<file path="src/rtl/dec_char_to_bin_h20.sv">
// Sequential ASCII decimal-string parser, one character per clock, committing
// a class/sign/significand/exponent record into a 16-entry semaphored buffer.
module dec_char_to_bin_h20 #(
    parameter int NCHARS = 34,
    parameter int SIGDIG = 20
) (
    input  logic                CLK,
    input  logic                RESET,
    input  logic                wren,
    input  logic [3:0]          wraddrs,
    input  logic [8*NCHARS-1:0] wrdata,
    input  logic                rden,
    input  logic [3:0]          rdaddrs,
    output logic [88:0]         rddata,
    output logic                ready,
    output logic                busy,
    output logic                overrun
);

    typedef enum logic [2:0] {IDLE, SIGN, INT, FRAC, EXPS, EXPD, WORD, COMMIT} state_t;

    typedef struct packed {
        logic [1:0]  cls;
        logic        sign;
        logic        invalid;
        logic        inexact;
        logic [15:0] expo;
        logic [67:0] sig;
    } rec_t;

    state_t                state, state_n;
    logic [8*NCHARS-1:0]   chars, chars_n;
    logic [3:0]            addr, addr_n;
    logic                  sign, sign_n;
    logic [67:0]           sig, sig_n;
    logic [4:0]            ndig, ndig_n;
    logic                  mant, mant_n;
    logic [15:0]           adj, adj_n;
    logic                  inex, inex_n;
    logic                  esign, esign_n;
    logic [13:0]           eval, eval_n;
    logic [2:0]            edig, edig_n;
    logic [2:0]            wmask, wmask_n, wmask_step;
    logic [2:0]            wpos, wpos_n;
    logic [1:0]            cls, cls_n;
    logic                  inv, inv_n;

    logic [7:0]            cur, lc;
    logic                  is_nul, is_dig, sig_full;
    logic [3:0]            dval;
    logic [67:0]           sig_mac;
    logic [13:0]           eval_mac;
    logic                  take_dig, in_frac, take_edig, word_step, bad;
    logic                  word_done;
    logic [1:0]            word_cls;
    logic [15:0]           eexp, exp_fin;
    rec_t                  rec;

    rec_t                  mem [16];
    logic [15:0]           semaphor;

    // Candidate words: 0 = "inf", 1 = "nan", 2 = "snan"; 0 past the end never matches.
    function automatic logic [7:0] wch(input logic [1:0] w, input logic [2:0] p);
        case ({w, p})
            5'b00_000: wch = "i";
            5'b00_001: wch = "n";
            5'b00_010: wch = "f";
            5'b01_000: wch = "n";
            5'b01_001: wch = "a";
            5'b01_010: wch = "n";
            5'b10_000: wch = "s";
            5'b10_001: wch = "n";
            5'b10_010: wch = "a";
            5'b10_011: wch = "n";
            default:   wch = 8'h00;
        endcase
    endfunction

    // Shifting zeros in makes the slot after char NCHARS-1 read as NUL.
    assign cur      = chars[8*NCHARS-1 -: 8];
    assign lc       = (cur >= 8'h41 && cur <= 8'h5A) ? (cur | 8'h20) : cur;
    assign is_nul   = (cur == 8'h00);
    assign is_dig   = (cur >= "0") && (cur <= "9");
    assign dval     = cur[3:0];
    assign sig_full = (ndig == 5'(SIGDIG));
    assign sig_mac  = {sig[64:0], 3'b000} + {sig[66:0], 1'b0} + {64'd0, dval};
    assign eval_mac = {eval[10:0], 3'b000} + {eval[12:0], 1'b0} + {10'd0, dval};

    always_comb begin
        for (int w = 0; w < 3; w++)
            wmask_step[w] = wmask[w] && (wch(2'(w), wpos) == lc);
    end

    assign word_done = (wmask[0] && wpos == 3'd3) || (wmask[1] && wpos == 3'd3) ||
                       (wmask[2] && wpos == 3'd4);
    assign word_cls  = (wmask[2] && wpos == 3'd4) ? 2'b11 :
                       (wmask[0] && wpos == 3'd3) ? 2'b01 : 2'b10;

    always_ff @(posedge CLK or negedge RESET) begin
        if (!RESET) state <= IDLE;
        else        state <= state_n;
    end

    always_comb begin
        state_n   = state;
        chars_n   = chars;
        addr_n    = addr;
        sign_n    = sign;
        sig_n     = sig;
        ndig_n    = ndig;
        mant_n    = mant;
        adj_n     = adj;
        inex_n    = inex;
        esign_n   = esign;
        eval_n    = eval;
        edig_n    = edig;
        wmask_n   = wmask;
        wpos_n    = wpos;
        cls_n     = cls;
        inv_n     = inv;
        take_dig  = 1'b0;
        in_frac   = 1'b0;
        take_edig = 1'b0;
        word_step = 1'b0;
        bad       = 1'b0;
        if (state != IDLE && state != COMMIT)
            chars_n = {chars[8*NCHARS-9:0], 8'h00};
        case (state)
            IDLE: if (wren) begin
                state_n = SIGN;
                chars_n = wrdata;
                addr_n  = wraddrs;
                sign_n  = 1'b0;
                sig_n   = '0;
                ndig_n  = '0;
                mant_n  = 1'b0;
                adj_n   = '0;
                inex_n  = 1'b0;
                esign_n = 1'b0;
                eval_n  = '0;
                edig_n  = '0;
                wmask_n = 3'b111;
                wpos_n  = '0;
                cls_n   = 2'b00;
                inv_n   = 1'b0;
            end
            SIGN: begin
                if (is_nul)           bad = 1'b1;
                else if (cur == "+")  state_n = INT;
                else if (cur == "-")  begin sign_n = 1'b1; state_n = INT; end
                else if (is_dig)      begin take_dig = 1'b1; state_n = INT; end
                else if (cur == ".")  state_n = FRAC;
                else                  word_step = 1'b1;
            end
            INT: begin
                if (is_nul)           begin if (mant) state_n = COMMIT; else bad = 1'b1; end
                else if (is_dig)      take_dig = 1'b1;
                else if (cur == ".")  state_n = FRAC;
                else if (mant)        begin if (lc == "e") state_n = EXPS; else bad = 1'b1; end
                else                  word_step = 1'b1;
            end
            FRAC: begin
                if (is_nul)                   begin if (mant) state_n = COMMIT; else bad = 1'b1; end
                else if (is_dig)              begin take_dig = 1'b1; in_frac = 1'b1; end
                else if (lc == "e" && mant)   state_n = EXPS;
                else                          bad = 1'b1;
            end
            EXPS: begin
                if (cur == "+")       state_n = EXPD;
                else if (cur == "-")  begin esign_n = 1'b1; state_n = EXPD; end
                else if (is_dig)      begin take_edig = 1'b1; state_n = EXPD; end
                else                  bad = 1'b1;
            end
            EXPD: begin
                if (is_nul)           begin if (edig == 3'd0) bad = 1'b1; else state_n = COMMIT; end
                else if (is_dig)      take_edig = 1'b1;
                else                  bad = 1'b1;
            end
            WORD: begin
                if (is_nul)           begin
                    if (word_done) begin cls_n = word_cls; state_n = COMMIT; end
                    else bad = 1'b1;
                end
                else                  word_step = 1'b1;
            end
            COMMIT:  state_n = IDLE;
            default: state_n = IDLE;
        endcase

        // Leading zeros only move the exponent when they sit after the point.
        if (take_dig) begin
            mant_n = 1'b1;
            if (ndig == 5'd0 && dval == 4'd0) begin
                if (in_frac) adj_n = adj - 16'd1;
            end else if (!sig_full) begin
                sig_n  = sig_mac;
                ndig_n = ndig + 5'd1;
                if (in_frac) adj_n = adj - 16'd1;
            end else begin
                if (!in_frac)      adj_n  = adj + 16'd1;
                if (dval != 4'd0)  inex_n = 1'b1;
            end
        end
        if (take_edig) begin
            if (edig == 3'd4) bad = 1'b1;
            else begin
                eval_n = eval_mac;
                edig_n = edig + 3'd1;
            end
        end
        if (word_step) begin
            if (wmask_step == 3'b000) bad = 1'b1;
            else begin
                wmask_n = wmask_step;
                wpos_n  = wpos + 3'd1;
                state_n = WORD;
            end
        end
        if (bad) begin
            inv_n   = 1'b1;
            state_n = COMMIT;
        end
    end

    always_ff @(posedge CLK or negedge RESET) begin
        if (!RESET) begin
            chars <= '0;
            addr  <= '0;
            sign  <= 1'b0;
            sig   <= '0;
            ndig  <= '0;
            mant  <= 1'b0;
            adj   <= '0;
            inex  <= 1'b0;
            esign <= 1'b0;
            eval  <= '0;
            edig  <= '0;
            wmask <= 3'b111;
            wpos  <= '0;
            cls   <= 2'b00;
            inv   <= 1'b0;
        end else begin
            chars <= chars_n;
            addr  <= addr_n;
            sign  <= sign_n;
            sig   <= sig_n;
            ndig  <= ndig_n;
            mant  <= mant_n;
            adj   <= adj_n;
            inex  <= inex_n;
            esign <= esign_n;
            eval  <= eval_n;
            edig  <= edig_n;
            wmask <= wmask_n;
            wpos  <= wpos_n;
            cls   <= cls_n;
            inv   <= inv_n;
        end
    end

    assign eexp    = esign ? (16'd0 - {2'b00, eval}) : {2'b00, eval};
    assign exp_fin = adj + eexp;

    always_comb begin
        rec = '0;
        if (inv) begin
            rec.cls     = 2'b10;
            rec.invalid = 1'b1;
        end else if (cls != 2'b00) begin
            rec.cls  = cls;
            rec.sign = sign;
        end else begin
            rec.sign    = sign;
            rec.inexact = inex;
            rec.expo    = exp_fin;
            rec.sig     = sig;
        end
    end

    assign busy = (state != IDLE);

    always_ff @(posedge CLK) begin
        if (state == COMMIT) mem[addr] <= rec;
    end

    always_ff @(posedge CLK or negedge RESET) begin
        if (!RESET) begin
            semaphor <= 16'hFFFF;
        end else begin
            if (state == IDLE && wren) semaphor[wraddrs] <= 1'b0;
            if (state == COMMIT)       semaphor[addr]    <= 1'b1;
        end
    end

    always_ff @(posedge CLK or negedge RESET) begin
        if (!RESET) begin
            rddata  <= '0;
            ready   <= 1'b1;
            overrun <= 1'b0;
        end else begin
            if (rden) rddata <= mem[rdaddrs];
            ready   <= rden ? semaphor[rdaddrs] : 1'b1;
            overrun <= wren && busy;
        end
    end

endmodule

</file>
<file path="config.mk">
export PLATFORM = sky130hd
export DESIGN_NAME = dec_char_to_bin_h20
export DESIGN_NICKNAME = d
export VERILOG_FILES = /design/src/rtl/dec_char_to_bin_h20.sv
export SDC_FILE = /design/constraint.sdc
export NUM_CORES = 2
export LEC_CHECK = 0
export CORE_MARGIN = 2
export CORE_UTILIZATION = 61
export CTS_CLUSTER_DIAMETER = 120
export DETAILED_ROUTE_END_ITERATION = 10
export GPL_TIMING_DRIVEN = 0
export PLACE_DENSITY = 0.8
export SYNTH_ARGS = -nofsm -noshare
export SYNTH_HDL_FRONTEND = slang
export SYNTH_SLANG_ARGS = --single-unit
export TNS_END_PERCENT = 5
</file>
<file path="constraint.sdc">
create_clock -name CLK -period 7.62 [get_ports CLK]
set_clock_uncertainty 0.05 [all_clocks]
set_input_delay 1.524 -clock CLK [delete_from_list [all_inputs] [get_ports CLK]]
set_output_delay 1.524 -clock CLK [all_outputs]
set_load 0.02 [all_outputs]
</file>
==> flow_summary.toml <==
[worst_setup_path]
reg2reg_from = "eval[0]$_DFF_PN0_"
cp-startpoint = "rdaddrs[0]"
critPathKind = "primary input to register"
arrival_ps = 5990
endpoint_kind = "register"
path_max_fanout = 10
required_ps = 8270
start_kind = "primary input"

[job]
cap_violations = 0

[cts]
holdBufCountCts = 0
clockBufferDepth = 3
clk_latency_ps = 830
cts_root_buf = "clkbuf_16"
path_clk_slew_ps = 60
h-tree-depth = 4
postCtsSetupRepairBufs = 0
cts_resized = 0
cts_buffers = 187
tritoncts = "done"
cts.sinks = 1929

[routing]
drtIter0Drc = 6567
ant_nets = 0
wl_met2_mm = 116
drc = 0
via_per_inst = 6.70
num_vias = 51307
wl_met1_mm = 80.5
totalWireLength_mm = 230
drt_pass1_iterations = 6
routed.top_layer = "met5"
routedWlPerCell_um = 30.0
route.met3.wl_mm = 22.8

[floorplanning]
core_area_um2 = 133000
dieArea_um2 = 137000
die_w_um = 370
initial_utilization_pct = 61.4
pin_count = 376
rows = 134
dieHeight_um = 370

[yosys]
synth_ff_type = "edfxtp_1"
ys_types = 97
synth_mux_area_share_pct = 13.9
ys_seq_elements = 1929
ys_top_cells_by_count = "1,424 x edfxtp_1, 665 x nand2_1, 485 x dfrtp_1, 450 x mux4_2, 244 x a22oi_1"
syn_nets = 5549
synth_top_cell_by_area = "edfxtp_1"
synth_top_family_by_area = "multiplexers"
synthCells = 5081
synth_edf_count = 1424
yosys.area_share.xor_xnor_pct = 1.06
synth-simple-area-share_pct = 6.42
async_flop_share_pct = 26.2
yosysTopAreaCellShare_pct = 52.2
synth_area_um2 = 81900
synth_most_common_cell = "edfxtp_1"
syn_area_per_cell_um2 = 16.1
synth_compound_area_share_pct = 6.41
synth_adder_area_share_pct = 2.86
yosys-top-cells-area = "edfxtp_1 52%, dfrtp_1 15%, mux4_2 12%, nand2_1 3.0%, ha_1 2.7%"
ys_seq_area_share_pct = 67.7
ys_warn_count = 0

[placement]
port_buffers = 370
place_area_um2 = 89500
dp_hpwl_mm = 144
dp.cells = 7294
dpl_worst_slack_ps = 1640
place_congestion = 0.919

[sta]
rsz0062_at_grt = "no"
worst_slack_ps = 2280
slew_violations = 0
fin_setup_tns_ps = 0
hold_viol = 0
finalCriticalPeriod_ps = 5340
period_share_pct = 70.1
finalSetupViolCount = 0
timing.fmax_mhz = 187
maxSlewHeadroom_pct = 4.80
tightest_slew_ps = 1430
hold_slack_ps = 425

[pwr]
vdd_drop_max_mv = 0.265
totalPowerFinal_mw = 30.2
p_leak_nw = 35.1
power_density_nw_per_um2 = 315

[global_routing]
grt_pass1_wl_mm = 338
grt_pass1_vias = 52579
grt_usage_pct = 33.9
grt_max_degree = 111
antenna_found_initial = 26
grt_overflow = 0

[run_status]
status = "finished clean"

[layout]
fin_nets = 6184
stdcell_area_um2 = 95900
postLayoutCoreUtil_pct = 71.9
stdcell_count = 7655
areaGrowthSynthToFinish_pct = 17.1
fillCellCount = 7963
drive_gt1_share_pct = 17.2

[hold_path]
min_from = "chars[239]$_DFF_PN0_"
min_path_type = "register to register"
-- flip-flops by register name (all words and copies together) (netlist names), 2 cells and up --
| register | flops |
|---|---|
| edig | 3 |
| cls | 2 |
| state | 3 |
| wmask | 3 |
| wpos | 3 |
| semaphor | 16 |
| mem | 1424 |
| adj | 16 |
| ndig | 5 |
| rddata | 89 |
| addr | 4 |
| sig | 68 |
| chars | 272 |
| eval | 14 |
-- final cells by class --
cell class / count / area [um2] / area share, %
sequential: 1929 / 55400 / 57.8
multi-input combinational: 2814 / 25300 / 26.4
timing repair buffer: 446 / 5360 / 5.59
clock buffer: 237 / 5010 / 5.23
tap: 1768 / 2210 / 2.31
clock inverter: 112 / 1270 / 1.32
buffer: 299 / 1160 / 1.21
inverter: 39 / 146 / 0.153
antenna: 11 / 27.5 / 0.0287
-- worst max-delay path, stage by stage --
cell and delay, ps:
clkbuf_1 800, clkbuf_1 1100, buf_1 1070, mux4_2 640, mux4_2 530, mux2_2 290
-- final timing paths --
kind / end / depth (start not counted) / slack, ps
min in group asynchronous: rddata[31]$_DFFE_PN0P_ / 1 / 500
max in group asynchronous: rddata[87]$_DFFE_PN0P_ / 5 / 4730
worst max-delay path: rddata[5]$_DFFE_PN0P_ / 6 / 2280
worst min register to register: chars[239]$_DFF_PN0_ / 2 / 430
worst max register to register: mem[10][81]$_DFFE_PP_ / 14 / 2740
worst min-delay path: chars[239]$_DFF_PN0_ / 2 / 430
-- where the power goes --
part | total [mW] | internal [mW] | switching, mW
clock | 9.50 | 5.38 | 4.12
combinational | 7.05 | 2.68 | 4.37
sequential | 13.7 | 12.8 | 0.893
-- per-layer routing --
layer / up-vias / GRT usage [%]
met5: - / 0
li1: 21131 / -
met2: 3273 / 56.4
met3: 704 / 7.79
met4: 24 / 14.9
met1: 26175 / 42.8
-- placed cells by master, fill, tap and decap left out, types with 20 or more instances in the layout --
cell type,n
o21bai_1,24
nor2_1,109
buf_2,26
nand3_1,126
inv_1,38
a21oi_1,131
nor3_1,45
ha_1,179
clkinv_2,38
xnor2_1,60
bufinv_16,20
dfrtp_1,485
clkbuf_1,263
mux2_2,89
mux2i_1,28
a21o_1,40
clkbuf_16,190
xor2_1,39
buf_1,44
dfstp_2,20
and2_1,77
buf_12,55
clkdlybuf4s50_1,369
nand2_1,665
a22oi_1,244
nand4_1,29
o21ai_0,189
clkinv_1,29
mux4_2,450
edfxtp_1,1424
-- logic make-up (layout without fill, tap and decap cells) --
family	count (synthesis)	in the layout
and+or+nand+nor	1180	1180
other	0	11
adders and majority gates	184	184
DFF	1929	1929
xor gates and xnor gates	99	99
buffers and inverters	338	1133
AOI/OAI and AO/OA	784	784
muxes	567	567
No activity file was read; power rests on OpenSTA's default activity.
